$ cat src/rtl/binary_stream_packer.sv
// rtl/binary_stream_packer.sv - packs a 1-bit-per-pixel video stream into LSB-first words behind a FWFT FIFO.
// Frame start discards any partial word; line end flushes a zero-padded word marked last.
module binary_stream_packer #(
    parameter int WORD_W     = 32,
    parameter int FIFO_DEPTH = 16
) (
    input  logic              clk,
    input  logic              rst,
    input  logic              EN,
    input  logic              in_vs,
    input  logic              in_de,
    input  logic              in_bit,
    output logic              m_valid,
    input  logic              m_ready,
    output logic [WORD_W-1:0] m_data,
    output logic              m_last,
    output logic              m_sof,
    output logic              overflow
);
    localparam int CW = $clog2(WORD_W);
    localparam int AW = $clog2(FIFO_DEPTH);
    localparam logic [CW-1:0] CNT_MAX = CW'(WORD_W - 1);

    logic              vs_d, vs_q, de_d, bit_d;
    logic [CW-1:0]     cnt;
    logic [WORD_W-1:0] sreg;
    logic              sof_pending;
    logic [AW:0]       wptr, rptr;
    logic [WORD_W+1:0] mem [FIFO_DEPTH];
    logic [WORD_W+1:0] head;

    logic              frame_start, pack, push, pop, wr_en, empty, full;
    logic [WORD_W-1:0] word;

    assign frame_start = vs_d & ~vs_q;
    // Frame start outranks packing so a coincident line-end flush is discarded.
    assign pack  = de_d & EN & ~frame_start;
    assign push  = pack & ((cnt == CNT_MAX) | ~in_de);
    assign word  = sreg | (WORD_W'(bit_d) << cnt);
    assign empty = (wptr == rptr);
    assign full  = (wptr[AW] != rptr[AW]) && (wptr[AW-1:0] == rptr[AW-1:0]);
    assign pop   = ~empty & m_ready;
    assign wr_en = push & (~full | pop);

    always_ff @(posedge clk or posedge rst) begin
        if (rst) begin
            vs_d  <= 1'b0;
            vs_q  <= 1'b0;
            de_d  <= 1'b0;
            bit_d <= 1'b0;
        end else begin
            vs_d  <= in_vs;
            vs_q  <= vs_d;
            de_d  <= in_de;
            bit_d <= in_bit;
        end
    end

    always_ff @(posedge clk or posedge rst) begin
        if (rst) begin
            cnt  <= '0;
            sreg <= '0;
        end else if (frame_start || !EN || push) begin
            cnt  <= '0;
            sreg <= '0;
        end else if (de_d) begin
            cnt  <= cnt + CW'(1);
            sreg <= word;
        end
    end

    always_ff @(posedge clk or posedge rst) begin
        if (rst) begin
            sof_pending <= 1'b0;
            overflow    <= 1'b0;
        end else if (frame_start) begin
            sof_pending <= 1'b1;
            overflow    <= 1'b0;
        end else if (push) begin
            sof_pending <= 1'b0;
            if (full && !pop) begin
                overflow <= 1'b1;
            end
        end
    end

    always_ff @(posedge clk or posedge rst) begin
        if (rst) begin
            wptr <= '0;
            rptr <= '0;
        end else begin
            if (wr_en) begin
                wptr <= wptr + (AW+1)'(1);
            end
            if (pop) begin
                rptr <= rptr + (AW+1)'(1);
            end
        end
    end

    // Storage needs no reset: outputs are gated by the empty flag.
    always_ff @(posedge clk) begin
        if (wr_en) begin
            mem[wptr[AW-1:0]] <= {sof_pending, ~in_de, word};
        end
    end

    assign head     = mem[rptr[AW-1:0]];
    assign m_valid  = ~empty;
    assign m_data   = m_valid ? head[WORD_W-1:0] : '0;
    assign m_last   = m_valid & head[WORD_W];
    assign m_sof    = m_valid & head[WORD_W+1];
endmodule

$ cat config.mk
export PLATFORM = sky130hd
export DESIGN_NAME = binary_stream_packer
export DESIGN_NICKNAME = d
export VERILOG_FILES = /design/src/rtl/binary_stream_packer.sv
export SDC_FILE = /design/constraint.sdc
export NUM_CORES = 1
export LEC_CHECK = 0
export CAP_MARGIN = 20
export CORE_MARGIN = 4
export CORE_UTILIZATION = 60
export DETAILED_ROUTE_END_ITERATION = 8
export MAX_ROUTING_LAYER = met4
export PLACE_DENSITY = 0.76
export SKIP_CTS_REPAIR_TIMING = 1
export SLEW_MARGIN = 20
export SYNTH_ARGS = -nofsm -noshare
export SYNTH_HDL_FRONTEND = slang
export SYNTH_SLANG_ARGS = --single-unit
$ cat constraint.sdc
create_clock -name clk -period 7.9 [get_ports clk]
set_input_delay 1.975 -clock clk [delete_from_list [all_inputs] [get_ports clk]]
set_output_delay 1.975 -clock clk [all_outputs]
set_load 0.05 [all_outputs]
# After elaboration in Yosys (flattened, before gate mapping)
# Memories as Yosys holds them, arrays and structs flattened.
# Index checks and enable logic that the tools add are counted.
# totals
reg_bits	53
ram_bits	544
word_cells	57
mem_count	1
# op_classes
addsub	3
eq_ne	4
shifts	1
muxes	12
bitwise_logic	16
n_reduce_logical	10
# memory_table
memory	depth	word_bits	read_ports	rd_ports_with_merged_regs	wr	line_no	source
mem	16	34	1	0	1	29	logic [WORD_W+1:0] mem [FIFO_DEPTH];
# op_table
op	count
32-bit two-way mux	3
32-bit bitwise OR	1
1-bit by 5-bit << shifter with 32-bit output	1
5-bit by 1-bit adder with 5-bit output (second input constant)	3
5-bit two-way mux	2
1-bit AND	8
1-bit two-way mux	7
2-bit nonzero test	3
5-bit == test	1
5-bit == test (second input constant)	1
1-bit NOT	5
4-bit == test	1
1-bit logical AND	2
1-bit logical NOT	2
1-bit logical OR	2
1-bit bitwise OR	2
2-bit AND reduction	1
1-bit != test	1

# Longest topological paths before layout
# logic_depth
word_depth	8
depth_mapped	10
mapped_depth_nobuf	7

# Worst setup path before layout
# OpenSTA, ideal clock, no wires.
# synth_path
path_type	input to register
from	input port in_de
to	memory mem[15][0] in the netlist's numbering, enable pin
setup_ns	0.459
arrival_time_ns	4.562
required_ns	7.441
setup_slack_ns	2.879
cell_stages	3
cell_sequence	nand2b_1 > nand4_1 > a2111oi_2
# synth_between
elab_chain_len	6
# synth_rtl
item	line_no	source
start: declaration	11	input logic in_de,
1-bit NOT	38	assign push = pack & ((cnt == CNT_MAX) | ~in_de);
1-bit bitwise OR	38	
1-bit AND	38	
1-bit AND	43	assign wr_en = push & (~full | pop);
1-bit two-way mux	103	if (wr_en) begin
1-bit two-way mux (implied by the code)	104	mem[wptr[AW-1:0]] <= {sof_pending, ~in_de, word};
end: declaration	29	
# Every way passes these cells.

# Final worst setup path
# layout_path
from	register rptr[0]
to	output port m_data[20]
# layout_between
elab_chain_len	2
word_cells_on_any_way	3
classes_between	1 x eq/ne; 1 x mux; 1 x memory
# layout_rtl
item	line_no	source
start: declaration	28	logic [AW:0] wptr, rptr;
start signal: assignment	96	rptr <= rptr + (AW+1)'(1);
memory 16 x 34 bit / 5-bit == test (equally long branches)	--	
32-bit two-way mux (*)	110	assign m_data = m_valid ? head[WORD_W-1:0] : '0;
end: declaration	15	output logic [WORD_W-1:0] m_data,
# Mark *: on every way between the ends. The rest lies on a longest branch, timed or not.

==> summary.txt <==
Place
  – Placed cells: 1,613
  – PortBufs: 42
  – DP HPWL: 24,700 um
  – Global placer's final weighted congestion: 0.8097

Yosys
  – Fraction of the mapped netlist area in adder cells: 0.3792%
  – Xor/xnor share of the synthesized area: 0.5688%
  – Syn Area/Cell: a little over 20 um^2
  – Yosys cell types: 43
  – Cell Area, Synth: ~23,000 um^2
  – Syn Nets: 1,125
  – Compound-Gate Fraction of Synth Area: between 5 and 6%
  – Asr flop ratio synth: 8.878%
  – Cells after Synth: approximately 1,100
  – Post-synthesis mux area share: around 13%
  – Register bit total from synthesis: 597
  – Area contributors post-synth: edfxtp_1 (71%), mux4_2 (13%), dfrtp_1 (5.7%), a22oi_1 (2.2%), a21oi_1 (0.91%)
  – Largest family of logic cells by synthesized area: multiplexers
  – Simple-Gate Fraction of Synth Area: 2.362%
  – Ys Warns: 0
  – Post-synth EDFFs: around 540
  – Sequential share of the synthesized area: around three quarters
  – Top cell type's share of synthesized area: 70.72%
  – Area leader, netlist: edfxtp_1
  – Top FF cell, synth: edfxtp_1

Finish
  – Share of post-route cells with drive strength above 1: 22.97%
  – Commonest non-fill, non-tap cell in the layout: edfxtp_1
  – Fillers: 2,330
  – Net count, final: 1,175
  – Final Instance Count excl. Fillers: 1,717
  – P&R area growth vs syn: 12.19%
  – FF/Latch Area: 17,670 um^2
  – Commonest non-fill, non-tap cells in the layout: edfxtp_1 (544), mux4_2 (136), a22oi_1 (68), clkbuf_16 (57), dfrtp_1 (51)
  – # diodes: 0
  – Area of the multi-input gates: roughly 5200 um^2

Floorplan
  – Core area: 37,840 um^2
  – Die area: roughly 42,000 um^2
  – Die W: 204.2 um
  – Rows: 71
  – Io pins: 43
  – DIE HEIGHT: 204.2 um
  – Initial Util: slightly above 60%

STA
  – Worst-margin pin slew: 1112 ps
  – F_max: 0.1650 GHz
  – Final hold vios: 0
  – Hold_ws: slightly above 400 ps
  – Max-slew violations: 0
  – Final TNS setup: 0 ps
  – Worst clock skew: around 22 ps
  – RSZ-0062 raised after global routing: no
  – Slew margin rel.: 25.89%
  – Final setup fails: 0
  – Final period utilization: between 70% and 80%
  – Final min period: 6059 ps

Route
  – DRT Wirelength: 49,040 um
  – Via Count: 11,402
  – DRT iter0 DRCs: roughly 1,200
  – Via/cell ratio: between 6 and 7
  – DRC viols: 0
  – Routed WL per cell: between 20 and 30 um
  – Remaining antenna violation count: 0
  – First drt pass iteration count: 5

CTS
  – CTS Buffer Depth: 3
  – CTS tree: built
  – CTS buffer count: between 50 and 60
  – Worst-Skew Late Latency: approximately 600 ps
  – Clock slew at reported path FFs: 60 ps
  – Clk sinks: between 500 and 600
  – CTS root buf: clkbuf_16
  – H-Tree Depth: 2

Critical path
  – CP startpoint kind: register
  – Req. time, crit path: 5930 ps
  – Setup CP Type: register to primary output
  – CP Data Arrival Time: approximately 4100 ps
  – Crit end category: primary output
  – CP max FO: 107

Global routing
  – First-pass GRT wire length: between 70,000 and 80,000 um
  – Total GRT Usage: 24.97%
  – Vias in the first global route: 11,621
  – Largest net degree at the start of global routing: 108
  – Grt ovf: 0
  – Initial antenna violation count: 0

Status
  – Result of the run: finished, final reports clean

Pwr
  – Leak: 9.092 nW
  – Pwr Density: ~330 nW/um^2
  – VDD IR max: 0.3453 mV

Job
  – Max-Cap Viols: 0

Worst hold path
  – Hold Crit Class: register to register
-- final timing paths --
check	start	end	slack [ps]	cells after the start
max reg2reg	cnt[3]	mem[6][13]	3780	7
min in group asynchronous	rst	sreg[6]	1900	3
min	vs_d	vs_q	400	0
max in group asynchronous	rst	rptr[0]	5450	3
min reg2reg	vs_d	vs_q	400	0
max	rptr[0]	m_data[20]	1840	5
-- cell type report --
class	count	share of cell area [%]
repair buffers	61	2.298
flip-flops and latches	597	68.19
clock inverters	30	0.9705
clock buffers	74	5.905
inverters	11	0.1593
multi-input cells	433	20.01
well taps	511	2.467
-- Yosys cell counts (all sizes together), types with 4 or more instances --
library cell and count:
edfxtp 544, mux4 136, a22oi 68, dfrtp 53
a21oi 42, clkbuf 42, buf 28, nor2 28
and3 16, a21o 14, xor2 12, inv 11
nand2 10, o21bai 10, and2 9, o2bb2ai 8
ha 7, nor2b 7, a22o 6, a31oi 6
o211a 6, a41oi 5, or2 5, nand3 4
-- critical path, stage by stage, from the launching register on --
cell and delay, ps:
dfrtp_4 880, buf_12 680, mux4_2 590, a22oi_1 280, a21oi_1 130, clkdlybuf4s50_1 740
-- metal layers --
metal	track usage [%]	vias to the layer above	share of wire, %	wire length, um
li1	-	4721	-	-
met5	-	-	0	0
met3	4.792	88	7.9	3860
met2	38.17	540	49	24050
met1	36.04	6053	41	19960
met4	6.150	0	2.4	1158
-- state kept, by name (all words and copies together) (netlist names) --
register and count:
de_d 1, cnt 5, wptr 5, mem 544
overflow 1, sof_pending 1, vs_q 1, bit_d 1
vs_d 1, rptr 5, sreg 32
-- stage by stage --
stage	worst slack [ps]	total power, W	cell area [um^2]	utilization [%]
after floorplan	2879	0.005290	23100	-
after global placement	2156	0.005964	24080	63.63
after detailed placement	2116	0.005981	24110	63.71
after CTS	1480	0.008582	25890	68.42
after global routing	1555	0.008851	25910	68.48
final	1841	0.008516	25910	68.48
-- logic make-up after synthesis --
kind of cell | count (synthesis)
adders and majority gates | 7
DFF | 597
and+or+nand+nor | 98
AOI/OAI and AO/OA | 174
muxes | 139
buffers and inverters | 81
xor gates and xnor gates | 15
-- where the power goes --
group	switching (W)	internal [W]	leakage, nW
Combinational	0.00143	0.000856	2.08
Clock	0.00112	0.00149	0.879
Sequential	0.000130	0.00348	6.13
Note: power is estimated with default switching activity, not from simulation.
